$ cat config.mk
export PLATFORM = sky130hd
export DESIGN_NAME = dmem_port_arbiter
export DESIGN_NICKNAME = d
export VERILOG_FILES = /design/src/rtl/dmem_port_arbiter.sv
export SDC_FILE = /design/constraint.sdc
export NUM_CORES = 1
export LEC_CHECK = 0
export ABC_CLOCK_PERIOD_IN_PS = 3200
export BUFFER_PORTS_ARGS = -buffer_cell sky130_fd_sc_hd__buf_2
export CAP_MARGIN = 0
export CORE_MARGIN = 10
export CORE_UTILIZATION = 38
export DETAILED_ROUTE_END_ITERATION = 6
export PLACE_DENSITY_LB_ADDON = 0.25
export SLEW_MARGIN = 20
export SYNTH_ARGS = -nofsm -noshare
export SYNTH_HDL_FRONTEND = slang
export SYNTH_SLANG_ARGS = --single-unit
export TNS_END_PERCENT = 100
$ cat constraint.sdc
create_clock -name clk -period 3.2 [get_ports clk]
set_input_delay 0.8 -clock clk [delete_from_list [all_inputs] [get_ports clk]]
set_output_delay 0.8 -clock clk [all_outputs]
set_load 0.05 [all_outputs]
$ cat src/rtl/dmem_port_arbiter.sv
`default_nettype none
// ============================================================================
// Module  : dmem_port_arbiter
// Purpose : Arbitrates one block-RAM port (port A) between a CPU requester and
//           a DMA requester. The grant is combinational within the cycle. Read
//           data comes back through one shared output register two cycles
//           after the grant.
//           A locked DMA burst keeps ownership of the port. After MAX_BURST
//           consecutive locked DMA grants, a waiting CPU gets one forced slot.
// Config  : DMEM_ARB_RR_EN defined   -> round-robin on unlocked contention
//           DMEM_ARB_RR_EN undefined -> CPU has fixed priority
// Ports   : clk, rst_n (async, active-low)
//           cpu_req/we/addr/wdata -> cpu_gnt, cpu_stall, cpu_rvalid
//           dma_req/we/addr/wdata/lock -> dma_gnt, dma_rvalid
//           rdata                  : registered ram_dout, shared
//           ram_en/we/addr/din     : RAM port controls, ram_dout : RAM data
// Rev     : 1.0  initial release
// ============================================================================
module dmem_port_arbiter #(
  parameter int AW        = 12,
  parameter int DW        = 32,
  parameter int MAX_BURST = 8
) (
  input  logic            clk,
  input  logic            rst_n,
  input  logic            cpu_req,
  input  logic [DW/8-1:0] cpu_we,
  input  logic [AW-1:0]   cpu_addr,
  input  logic [DW-1:0]   cpu_wdata,
  output logic            cpu_gnt,
  output logic            cpu_stall,
  output logic            cpu_rvalid,
  input  logic            dma_req,
  input  logic [DW/8-1:0] dma_we,
  input  logic [AW-1:0]   dma_addr,
  input  logic [DW-1:0]   dma_wdata,
  input  logic            dma_lock,
  output logic            dma_gnt,
  output logic            dma_rvalid,
  output logic [DW-1:0]   rdata,
  output logic            ram_en,
  output logic [DW/8-1:0] ram_we,
  output logic [AW-1:0]   ram_addr,
  output logic [DW-1:0]   ram_din,
  input  logic [DW-1:0]   ram_dout
);

  localparam int            CW        = 8;
  localparam logic [CW-1:0] BURST_MAX = CW'(MAX_BURST);

  localparam logic [1:0] ST_IDLE       = 2'd0;
  localparam logic [1:0] ST_OWN_CPU    = 2'd1;
  localparam logic [1:0] ST_OWN_DMA    = 2'd2;
  localparam logic [1:0] ST_DMA_LOCKED = 2'd3;

  logic [1:0]    state, state_nxt;
  logic [CW-1:0] burst_cnt, burst_cnt_nxt;
  logic          resume;        // last cycle was the forced CPU slot of a burst
  logic          lock_active;
  logic          forced_slot;
  logic          cpu_win, dma_win;
  logic          cpu_rd_q, dma_rd_q;
`ifdef DMEM_ARB_RR_EN
  logic          last_owner;    // 1 = DMA, 0 = CPU
`endif

  // The burst owns the port while DMA keeps lock asserted. The cycle after
  // the forced CPU slot still counts as locked, so DMA regains the port.
  assign lock_active = dma_req && dma_lock && ((state == ST_DMA_LOCKED) || resume);
  assign forced_slot = lock_active && cpu_req && (burst_cnt == BURST_MAX);

  // ---------------- arbitration (pure function of this cycle) -------------
  always_comb begin
    cpu_win = 1'b0;
    dma_win = 1'b0;
    if (lock_active) begin
      if (forced_slot) cpu_win = 1'b1;
      else             dma_win = 1'b1;
    end else if (cpu_req && dma_req) begin
`ifdef DMEM_ARB_RR_EN
      if (last_owner) cpu_win = 1'b1;
      else            dma_win = 1'b1;
`else
      cpu_win = 1'b1;
`endif
    end else begin
      cpu_win = cpu_req;
      dma_win = dma_req;
    end
  end

  // ---------------- state register ----------------------------------------
  always_ff @(posedge clk or negedge rst_n) begin
    if (!rst_n) begin
      state     <= ST_IDLE;
      burst_cnt <= '0;
      resume    <= 1'b0;
    end else begin
      state     <= state_nxt;
      burst_cnt <= burst_cnt_nxt;
      resume    <= forced_slot;
    end
  end

  // ---------------- next-state logic --------------------------------------
  always_comb begin
    state_nxt = ST_IDLE;
    if (cpu_win)                  state_nxt = ST_OWN_CPU;
    else if (dma_win && dma_lock) state_nxt = ST_DMA_LOCKED;
    else if (dma_win)             state_nxt = ST_OWN_DMA;

    burst_cnt_nxt = burst_cnt;
    if (!(dma_req && dma_lock) || forced_slot)
      burst_cnt_nxt = '0;
    else if (dma_win && burst_cnt != BURST_MAX)
      burst_cnt_nxt = burst_cnt + 1'b1;   // saturates at BURST_MAX
  end

`ifdef DMEM_ARB_RR_EN
  always_ff @(posedge clk or negedge rst_n) begin
    if (!rst_n)       last_owner <= 1'b1;
    else if (cpu_win) last_owner <= 1'b0;
    else if (dma_win) last_owner <= 1'b1;
  end
`endif

  // ---------------- output logic ------------------------------------------
  // Outputs are forced low while reset is asserted, even with requests present.
  always_comb begin
    cpu_gnt   = rst_n && cpu_win;
    dma_gnt   = rst_n && dma_win;
    cpu_stall = rst_n && cpu_req && !cpu_win;
    ram_en    = cpu_gnt || dma_gnt;
    ram_we    = '0;
    ram_addr  = '0;
    ram_din   = '0;
    if (cpu_gnt) begin
      ram_we   = cpu_we;
      ram_addr = cpu_addr;
      ram_din  = cpu_wdata;
    end else if (dma_gnt) begin
      ram_we   = dma_we;
      ram_addr = dma_addr;
      ram_din  = dma_wdata;
    end
  end

  // ---------------- read-return pipeline ----------------------------------
  always_ff @(posedge clk or negedge rst_n) begin
    if (!rst_n) begin
      cpu_rd_q   <= 1'b0;
      dma_rd_q   <= 1'b0;
      cpu_rvalid <= 1'b0;
      dma_rvalid <= 1'b0;
      rdata      <= '0;
    end else begin
      cpu_rd_q   <= cpu_win && (cpu_we == '0);
      dma_rd_q   <= dma_win && (dma_we == '0);
      cpu_rvalid <= cpu_rd_q;
      dma_rvalid <= dma_rd_q;
      rdata      <= ram_dout;
    end
  end

endmodule
`default_nettype wire

==> impl_metrics.csv <==
group,metric,value,unit
setup_path,r2r_start,"burst_cnt[0]$_DFFE_PN0P_",
drt,wl,10.2,mm
floorplanning,die_w,94.5,um
power_and_ir_drop,p_per_area,426,nW/um^2
setup_path,worstReg2RegEnd,"burst_cnt[3]$_DFFE_PN0P_",
min_path,min_to,"cpu_rvalid$_DFF_PN0_",
drt,wire_per_inst,21.5,um
grt,grt.total_usage,0.190,
yosys,synth_cell_types,31,
grt,antenna_found_initial,0,
grt,top_usage_layer,"met2",
place,dpl.hpwl,7.56,mm
sta,relSlewSlack,0.462,
setup_path,ff2ff_path_depth,8,
yosys,ys_seq_area_frac,0.558,
sta,worst_pin_slew,0.803,ns
layout,layout.cells.non_filler,475,
setup_path,crit_arrival,2.35,ns
floorplanning,rows,27,
floorplanning,coreArea,5440,um^2
clocking,cts_max_level,2,
layout,most-common-layout-cells,"buf_2, a22o_1, dfrtp_1",
grt,met1_usage,0.181,
layout,final_core_util,0.714,
sta,max_freq,317,MHz
yosys,synth_seq_cells,47,
min_path,min_from,"cpu_rd_q$_DFF_PN0_",
yosys,ys_warn_count,0,
layout,antennaDiodeCount,0,
min_path,worstHoldPathCells,0,
layout,fill_cells,427,
floorplanning,io_pins,219,
drt,vias,2475,
drt,drc,0,
floorplanning,initial_utilization,0.387,
clocking,cts_buffer_depth,2,
yosys,postSynthAreaPerCell,12.5,um^2
place,globalplace.congestion,0.855,
sta,fin_crit,3.15,ns
clocking,cts_tree,"built",
grt,grt_pass1_vias,2475,
setup_path,slowest_delay,0.38,ns
grt,grt_pass1_wl,13.2,mm
sta,finalHoldViolCount,0,
setup_path,worst_setup_path_start_kind,"register",
sta,slew_viol_final,0,
yosys,syn_area,2110,um^2
sta,setup_viol,0,
clocking,cts_sinks,47,
drt,viasPerCell,5.21,
setup_path,crit_path_end_kind,"output pin",
setup_path,crit_fanout,7,
clocking,cts_root_buf,"clkbuf_8",
setup_path,path_class,"register to output pin",
power_and_ir_drop,ir_worst_vdd,0.000276,V
job,maxCapViolCount,0,
yosys,yosys.area.top_type,"dfrtp_1",
drt,drt_iter0_markers,102,
layout,fin_nets,537,
layout,mostFrequentLayoutCell,"buf_2",
clocking,path_clk_slew,0.09,ns
yosys,synth_top_area_frac,0.558,
grt,grt_overflow,0,
floorplanning,die_area,8920,um^2
setup_path,startpoint,"burst_cnt[0]$_DFFE_PN0P_",
grt,use_met3,0.0801,
sta,setup-tns-final,0,ns
setup_path,cp.required,2.40,ns
place,io_buffers,218,
clocking,insertion_delay,0.30,ns
min_path,hp-class,"register to register",
layout,drive_gt1_frac,0.630,
status,status,"complete, no violations",
yosys,netlist_top_cells_area,"dfrtp_1, a22o_1, a21oi_1, or4_1, buf_6",
setup_path,cp_cell_sequence,"inv_2 > ha_2 > nor4b_4 > buf_4 > a211o_4 > a21oi_4 > buf_12 > buf_8 > a22o_1 > buf_6",
yosys,synth.net_count,304,
floorplanning,die_y,94.5,um
layout,multi_input_area,881,um^2
yosys,netlist_instances,169,
place,dp_cells,453,
layout,syn2layout_area_growth,84.2,%
drt,firstDrtPassIters,4,
layout,final-seq-area,1180,um^2
sta,finClkSkew,0.0108,ns
clocking,cts_made_buffers,5,
grt,met2_usage,0.354,
power_and_ir_drop,leakage,2.03,nW
setup_path,r2r_setup_slack,1.17,ns
sta,holdWs,0.356,ns
setup_path,slowest_stage,"dfrtp_1",
grt,grt_max_degree,50,
sta,rsz0062_at_grt,"true",
sta,fin_crit_sh,0.985,
drt,antenna_left,0,
==> critical path: cells and delay by family (launching register included) <==
kind	cells	cell delay, ns
fa+ha+maj	1	0.17
buf+inv	5	0.66
simple gates	1	0.14
flops	1	0.38
compound gates	3	0.69
==> metrics by stage <==
step | power, mW | worst slack (ns) | area [um^2]
6_report | 1.65 | 0.0465 | 3880
5_1_grt | 1.71 | -0.0367 | 3880
4_1_cts | 1.61 | 0.0000826 | 3510
3_5_place_dp | 1.12 | -0.0579 | 3270
3_3_place_gp | 1.12 | -0.0274 | 3270
2_1_floorplan | 0.947 | 0.207 | 2110
==> power breakdown <==
part	switching, mW	leakage [nW]	internal (mW)	total [mW]
Sequential	0.00572	0.578	0.616	0.622
Clock	0.196	0.0618	0.257	0.453
Combinational	0.370	1.39	0.207	0.577
Total	0.572	2.03	1.08	1.65
==> worst max path at each step <==
stage	cells after the start	to
after floorplan	5	ram_addr[0]
after global placement	6	ram_din[0]
after detailed placement	6	ram_din[23]
after CTS	9	ram_din[16]
after global routing	7	ram_din[12]
final	10	ram_addr[11]
==> area by class of cell <==
cell class	instances	area share
sequential	47	0.303
multi-input combinational	109	0.227
clock buffer	6	0.0213
tap	72	0.0232
timing repair buffer	234	0.411
clock inverter	2	0.00999
inverter	5	0.00484
==> metal layers <==
layer | vias to the layer above | wire, um | share of wire
li1 | 1127 | - | -
met1 | 1185 | 3340 | 0.33
met2 | 144 | 5720 | 0.56
met3 | 19 | 954 | 0.093
met4 | 0 | 212 | 0.021
met5 | - | 0 | 0
==> Yosys cell counts, drive strengths merged <==
master,number
a21oi,11
or4,6
nand4,1
nor4b,1
o31ai,3
nor3b,1
nand3,5
nor3,1
or3,2
a211oi,1
clkbuf,1
buf,10
o211ai,1
nand2b,2
a31oi,1
o211a,1
o21ai,5
o311ai,1
and2,2
a22o,48
nand2,7
dfrtp,47
ha,2
inv,5
a211o,1
nor2,2
nor4,1
==> sequential cells by signal (all words and copies together) (netlist names) <==
name and count:
rdata 32, burst_cnt 8, state 2, cpu_rd_q 1, cpu_rvalid 1, dma_rd_q 1, dma_rvalid 1, resume 1
==> cells by family (layout without fill, tap and decap cells) <==
logic type      count (synthesis)  after routing  synth area share
compound gates                 73             73             0.292
flops                          47             47             0.558
buf+inv                        16            247            0.0445
simple gates                   31             34            0.0938
fa+ha+maj                       2              2            0.0119
==> repair_timing <==
item	CTS	global route
gates cloned	1	8
endpoints found under the setup margin	49	49
setup buffers	0	5
pin swaps	1	10
gates resized for setup	46	55
hold buffers	0	0
No activity file was read; power rests on OpenSTA's default activity.
